[src/rtl/oam_dma_controller.sv]
// oam_dma_controller: $4014 sprite DMA sequencer.
// Halts the CPU, aligns to an even CPU cycle, then runs 256 read/write pairs
// that copy {page, $00..$FF} from the CPU bus into PPU OAM.
module oam_dma_controller #(
   parameter logic [15:0] TRIGGER_ADDR = 16'h4014
) (
   input  logic        CLK,
   input  logic        RESET,
   input  logic        ENABLE,
   input  logic [15:0] cpu_addr,
   input  logic [7:0]  cpu_data_out,
   input  logic        cpu_rw_n,
   input  logic [7:0]  mem_data_in,
   output logic        dma_active,
   output logic [15:0] dma_addr,
   output logic        dma_rden,
   output logic        oam_wren,
   output logic [7:0]  oam_addr,
   output logic [7:0]  oam_data,
   output logic        dma_done
);

   typedef enum logic [2:0] {IDLE, HALT, ALIGN, READ, WRITE} state_t;

   state_t     state_q;
   logic       par_q;
   logic [7:0] page_q;
   logic [7:0] count_q;
   logic       done_q;
   logic       trigger;

   // A CPU write to the trigger address; only honoured from IDLE below.
   assign trigger = ENABLE & ~cpu_rw_n & (cpu_addr == TRIGGER_ADDR);

   // Sequencer: state, cycle parity, page/count and the done pulse. Everything holds while ENABLE is low.
   always_ff @(posedge CLK) begin
      if (RESET) begin
         state_q <= IDLE;
         par_q   <= 1'b0;
         page_q  <= 8'h00;
         count_q <= 8'h00;
         done_q  <= 1'b0;
      end else if (ENABLE) begin
         par_q  <= ~par_q;
         done_q <= 1'b0;
         case (state_q)
            IDLE: begin
               if (trigger) begin
                  page_q  <= cpu_data_out;
                  count_q <= 8'h00;
                  state_q <= HALT;
               end
            end
            // par_q = 1 here means the next cycle is even, so reads can start at once.
            HALT:  state_q <= par_q ? READ : ALIGN;
            ALIGN: state_q <= READ;
            READ:  state_q <= WRITE;
            WRITE: begin
               if (count_q == 8'hFF) begin
                  state_q <= IDLE;
                  done_q  <= 1'b1;
               end else begin
                  // count is 8 bits: the source address never carries into the page byte.
                  count_q <= count_q + 8'd1;
                  state_q <= READ;
               end
            end
            default: state_q <= IDLE;
         endcase
      end
   end

   // Strobes decode the current state; consumers qualify them with ENABLE.
   always_comb begin
      dma_active = (state_q != IDLE);
      dma_rden   = (state_q == READ);
      oam_wren   = (state_q == WRITE);
      dma_addr   = dma_rden ? {page_q, count_q} : 16'h0000;
      oam_addr   = oam_wren ? count_q : 8'h00;
      oam_data   = oam_wren ? mem_data_in : 8'h00;
   end

   assign dma_done = done_q;

endmodule

[config.mk]
export PLATFORM = sky130hd
export DESIGN_NAME = oam_dma_controller
export DESIGN_NICKNAME = d
export VERILOG_FILES = /design/src/rtl/oam_dma_controller.sv
export SDC_FILE = /design/constraint.sdc
export NUM_CORES = 1
export LEC_CHECK = 0
export ABC_AREA = 0
export BUFFER_PORTS_ARGS = -buffer_cell sky130_fd_sc_hd__buf_2
export CORE_MARGIN = 4
export CORE_UTILIZATION = 48
export DETAILED_ROUTE_END_ITERATION = 7
export PLACE_DENSITY = 0.85
export SLEW_MARGIN = 30
export SYNTH_ARGS = -nofsm -noshare
export SYNTH_HDL_FRONTEND = slang
export SYNTH_SLANG_ARGS = --single-unit
[constraint.sdc]
create_clock -name CLK -period 3.98 [get_ports CLK]
set_clock_uncertainty 0.15 [all_clocks]
set_input_delay 0.398 -clock CLK [delete_from_list [all_inputs] [get_ports CLK]]
set_output_delay 0.398 -clock CLK [all_outputs]
set_load 0.01 [all_outputs]
# ---- Word level (Yosys, flattened, before mapping)
# Cells that the tools add are included.
dict set report classes {
  shift 0
  multipliers 0
  mux 12
  n_addsub 1
  eq_ne 8
  reduce_logical 6
  bitwise 4
  n_div 0
  magnitude_cmp 0
}
# op n
set op_table {}
lappend op_table {{two-way mux 8 bit} 4}
lappend op_table {{equality test 16 x 15 -> 1 bit, second input constant} 1}
lappend op_table {{two-way mux 16 bit} 1}
lappend op_table {{one-hot mux 8 bit (2 select lines)} 1}
lappend op_table {{one-hot mux 3 bit (5 select lines)} 1}
lappend op_table {{adder 8 x 1 -> 8 bit, second input constant} 1}
lappend op_table {{equality test 8 bit, second input constant} 1}
lappend op_table {{equality test 3 x 2 -> 1 bit, second input constant} 2}
lappend op_table {{!= test 2 bit, second input constant} 2}
lappend op_table {{AND reduction 4 bit} 1}
lappend op_table {{equality test 3 x 1 -> 1 bit, second input constant} 1}
lappend op_table {{equality test 3 bit, second input constant} 1}
lappend op_table {{logical NOT 3 bit} 1}
lappend op_table {{two-way mux 1 bit} 3}
lappend op_table {{two-way mux 3 bit} 1}
lappend op_table {{AND reduction 3 bit} 1}
lappend op_table {{nonzero test 3 bit} 1}
lappend op_table {{bitwise AND 1 bit} 2}
lappend op_table {{two-way mux 2 bit} 1}
lappend op_table {{NOT 1 bit} 2}
lappend op_table {{AND reduction 2 bit} 1}
lappend op_table {{nonzero test 2 bit} 1}
dict set report totals {
  regBits 21
  elab_cells 36
  mem_count 0
  mem_bits_rw 0
  latchBits 0
  rom_bits 0
}

# ---- Longest topological paths before layout
dict set report logic_depth {
  depth_word 5
  mapped_depth 5
}

# ---- Worst setup path before layout
# No wires, ideal clock.
dict set report synth_path {
  path_kind {input port to flip-flop}
  start {input cpu_addr[10]}
  end {register page_q[0]}
  arrival_time_ns 2.064
  slack_ns 1.694
  n_path_buf 0
  path_stages 4
  cell_sequence {or4_4 > or4b_4 > nor3_4 > mux2i_1}
}
dict set report synth_between {
  elab_chain_len 3
}
# item line
set synth_lines {}
lappend synth_lines {{start, declared} 10} ;# input logic [15:0] cpu_addr,
lappend synth_lines {{equality test 16 x 15 -> 1 bit} 33} ;# assign trigger = ENABLE & ~cpu_rw_n & (cpu_addr == TRIGGER_ADDR);
lappend synth_lines {{bitwise AND 1 bit} 33}
lappend synth_lines {{AND reduction 3 bit (no source line)} n/a}
lappend synth_lines {{end signal, assigned} 49} ;# page_q <= cpu_data_out;
lappend synth_lines {{end, declared} 27} ;# logic [7:0] page_q;
# No other way between the ends.
# A chain may end at the register's enable or synchronous reset.

# ---- Worst setup path after layout
dict set report layout_path {
  start {register state_q[2]}
  end {output oam_addr[3]}
}
dict set report layout_between {
  elab_chain_len 2
}
# item line
set layout_lines {}
lappend layout_lines {{start, declared} 25} ;# state_t state_q;
lappend layout_lines {{start signal, assigned} 55} ;# HALT: state_q <= par_q ? READ : ALIGN;
lappend layout_lines {{equality test 3 bit} 77} ;# oam_wren = (state_q == WRITE);
lappend layout_lines {{two-way mux 8 bit} 79} ;# oam_addr = oam_wren ? count_q : 8'h00;
lappend layout_lines {{end, declared} 18} ;# output logic [7:0] oam_addr,
# No other way between the ends.

==> out/summary.txt <==
clock tree sinks - 21
Tot Pwr - 0.0003506 W
vias in the first global route - 1219
Starting Density - 52.49%
first-pass GRT wire length - 5188 microns
hold_sp - cpu_data_out[7]
R2R setup slack - 1.57 ns
total track usage - 18.31%
final setup violation count - 0
CP Data Arrival Time - 2.04 ns
hold depth - 3
Iter 0 DRT Violations - 41
Placement Setup Slack - 1.477 ns
Post-CTS Setup Bufs - 0
Internal Power - 0.0002697 W
VDD IR max - 0.1498 mV
Net Count, Synth - 202
top cell type's share of synthesized area - 31.20%
RR Endpoint - count_q[5]
Cells after Synth - 165
Ports - 72
largest cells by area after synthesis - dfxtp_1 (31%), and2_1 (13%), nand2b_1 (11%)
Clock Pin Slew Worst Setup and Hold Paths - 0.12 ns
commonest non-fill, non-tap cell in the layout - buf_2
Final min period - 2.589 ns
# nets final - 270
final slew viol count - 0
Worst Hold Class - in -> reg
worst setup margin - 1.391 ns
Sw Pwr - 0.00008094 W
CP max FO - 18
Die Wd - 60.99 microns
CP Capture Type - output pin
Via Count - 1356
global placer's final weighted congestion - 0.8051
required time worst endpoint - 3.43 ns
Die Ht - 60.99 microns
FP Rows - 18
PD cells - 201.2 mW/mm^2
Finished Cell Area - 0.001743 sq mm
worst r2r src - state_q[2]
switching share of power - 23.08%
clock buffer depth - 2
total core area - 0.002567 sq mm
Slew @ Worst Pin - 0.8376 ns
post-synth cell types - 38
via-per-instance ratio - 5.176
status - finished clean
number of diodes - 0
critical path startpoint category - flip-flop
hold buffers post-CTS - 0
post-synthesis async set-or-reset flop share - 0%
Final HPWL DP - 2532 microns
synthesized area - 0.001348 sq mm
initial antenna violation count - 0
worst-case reg-to-reg path depth - 4
share of cells above drive strength 1 - 34.48%
H-tree Lvls - 1
Pre-antenna DRT Iters - 4
Worst-Skew Late Latency - 0.31 ns
#FFs+latches synth - 21
max cap viols - 0
die area - 0.003719 sq mm
leakage power - 0.8229 nW
clock power share - 30.5%
CTS Buf Count - 3
Synth area leader - dfxtp_1
Syn Area/Cell - 8.167 sq um
placed inst area - 0.001714 sq mm
Combinational Power Share - 9.1%
Final Util - 67.88%
final hold vios - 0
CTS tree - yes
Root Driver - clkbuf_4
largest net degree at the start of global routing - 34
final period utilization - 65.05%
Wirelength per Cell - 12.58 microns
Final ANT Viol Nets - 0
drt drc - 0
RSZ-0062 raised after global routing - false
Resized cells post-CTS - 0
Worst slew margin - 43.92%
Seq pwr share - 60.4%
YS warnings - 0
critical path type - reg -> out
Seq/Total Area, Yosys - 31.20%
Port Buffer Count - 71
Post-synth EDFFs - 0
Setup TNS - 0 ns
Layout area overhead - 29.34%
end of the worst hold path - page_q[7]
Routed WL - 3296 microns
Main synth FF type - dfxtp_1
Fmax achieved - 386.2 MHz
commonest non-fill, non-tap cells in the layout - buf_2 (71), and2_1 (29), nand2b_1 (23)
total grt overflow - 0
==> worst max path at each step <==
stage / start / endpoint / slack (ns)
6_report: state_q[2] / oam_addr[3] / 1.39
5_1_grt: state_q[2] / oam_addr[0] / 1.19
4_1_cts: state_q[2] / oam_addr[3] / 1.37
3_5_place_dp: cpu_addr[10] / page_q[1] / 1.48
3_3_place_gp: cpu_addr[10] / page_q[6] / 1.51
2_1_floorplan: cpu_addr[10] / page_q[0] / 1.69
==> cell type report <==
cell class / count / area [sq um]
multi-input cells: 129 / 873.3
fillers: 222 / 824.5
flip-flops and latches: 21 / 420.4
repair buffers: 72 / 362.8
well taps: 30 / 37.54
clock buffers: 4 / 26.28
inverters: 6 / 22.52
==> synth_stat cells (2+ instances only) <==
cell type / count
nand2b_1: 23
and2_1: 29
nand3_1: 6
o21ai_0: 4
and3_1: 2
nand2_1: 7
inv_1: 6
mux2i_1: 11
a21oi_1: 5
nor4b_1: 2
nor3_1: 5
nor2_1: 8
a311oi_1: 4
clkbuf_1: 9
dfxtp_1: 21
==> layer usage <==
metal	share of wire, %	track usage, %	vias to the layer above
met5	0	0	-
met4	0.70	5.573	0
met3	5.5	4.043	2
met2	50	30.99	31
met1	44	23.20	616
li1	-	-	707
==> power by group through the flow <==
stage	logic, W	clock network [W]	registers, W
floorplan	0.0000141	0	0.000216
global placement	0.0000316	0	0.000217
detailed placement	0.0000320	0	0.000217
CTS	0.0000321	0.000110	0.000212
global route	0.0000356	0.000117	0.000212
finish	0.0000319	0.000107	0.000212
==> state kept, by name, summed over array words and instances, names as in the netlist <==
| register | cells |
|---|---|
| state_q | 3 |
| count_q | 8 |
| par_q | 1 |
| page_q | 8 |
| dma_done | 1 |
==> through the flow <==
step	hold slack, ns	std cells
detailed placement	0.3086	258
floorplan	0.2941	165
global placement	0.3021	258
global route	0.1767	262
finish	0.1741	262
CTS	0.1665	262
==> worst max-delay path: stages, from the launching register on <==
cell     delay [ns]
dfxtp_1        0.44
nor3b_2        0.73
buf_4          0.30
and2_1         0.13
buf_2          0.12
==> logic make-up (layout without fill, tap and decap cells) <==
family | count (synthesis) | after routing | share of synthesized area (%)
AND/OR/NAND/NOR | 93 | 93 | 42.34
AO/OA/AOI/OAI | 23 | 23 | 12.54
flip-flops | 21 | 21 | 31.20
buffers and inverters | 15 | 82 | 4.178
multiplexers | 11 | 11 | 8.171
adder cells (fa/ha/maj) | 1 | 1 | 0.9284
XOR/XNOR | 1 | 1 | 0.6501
Power figures use the tool's default switching activity.
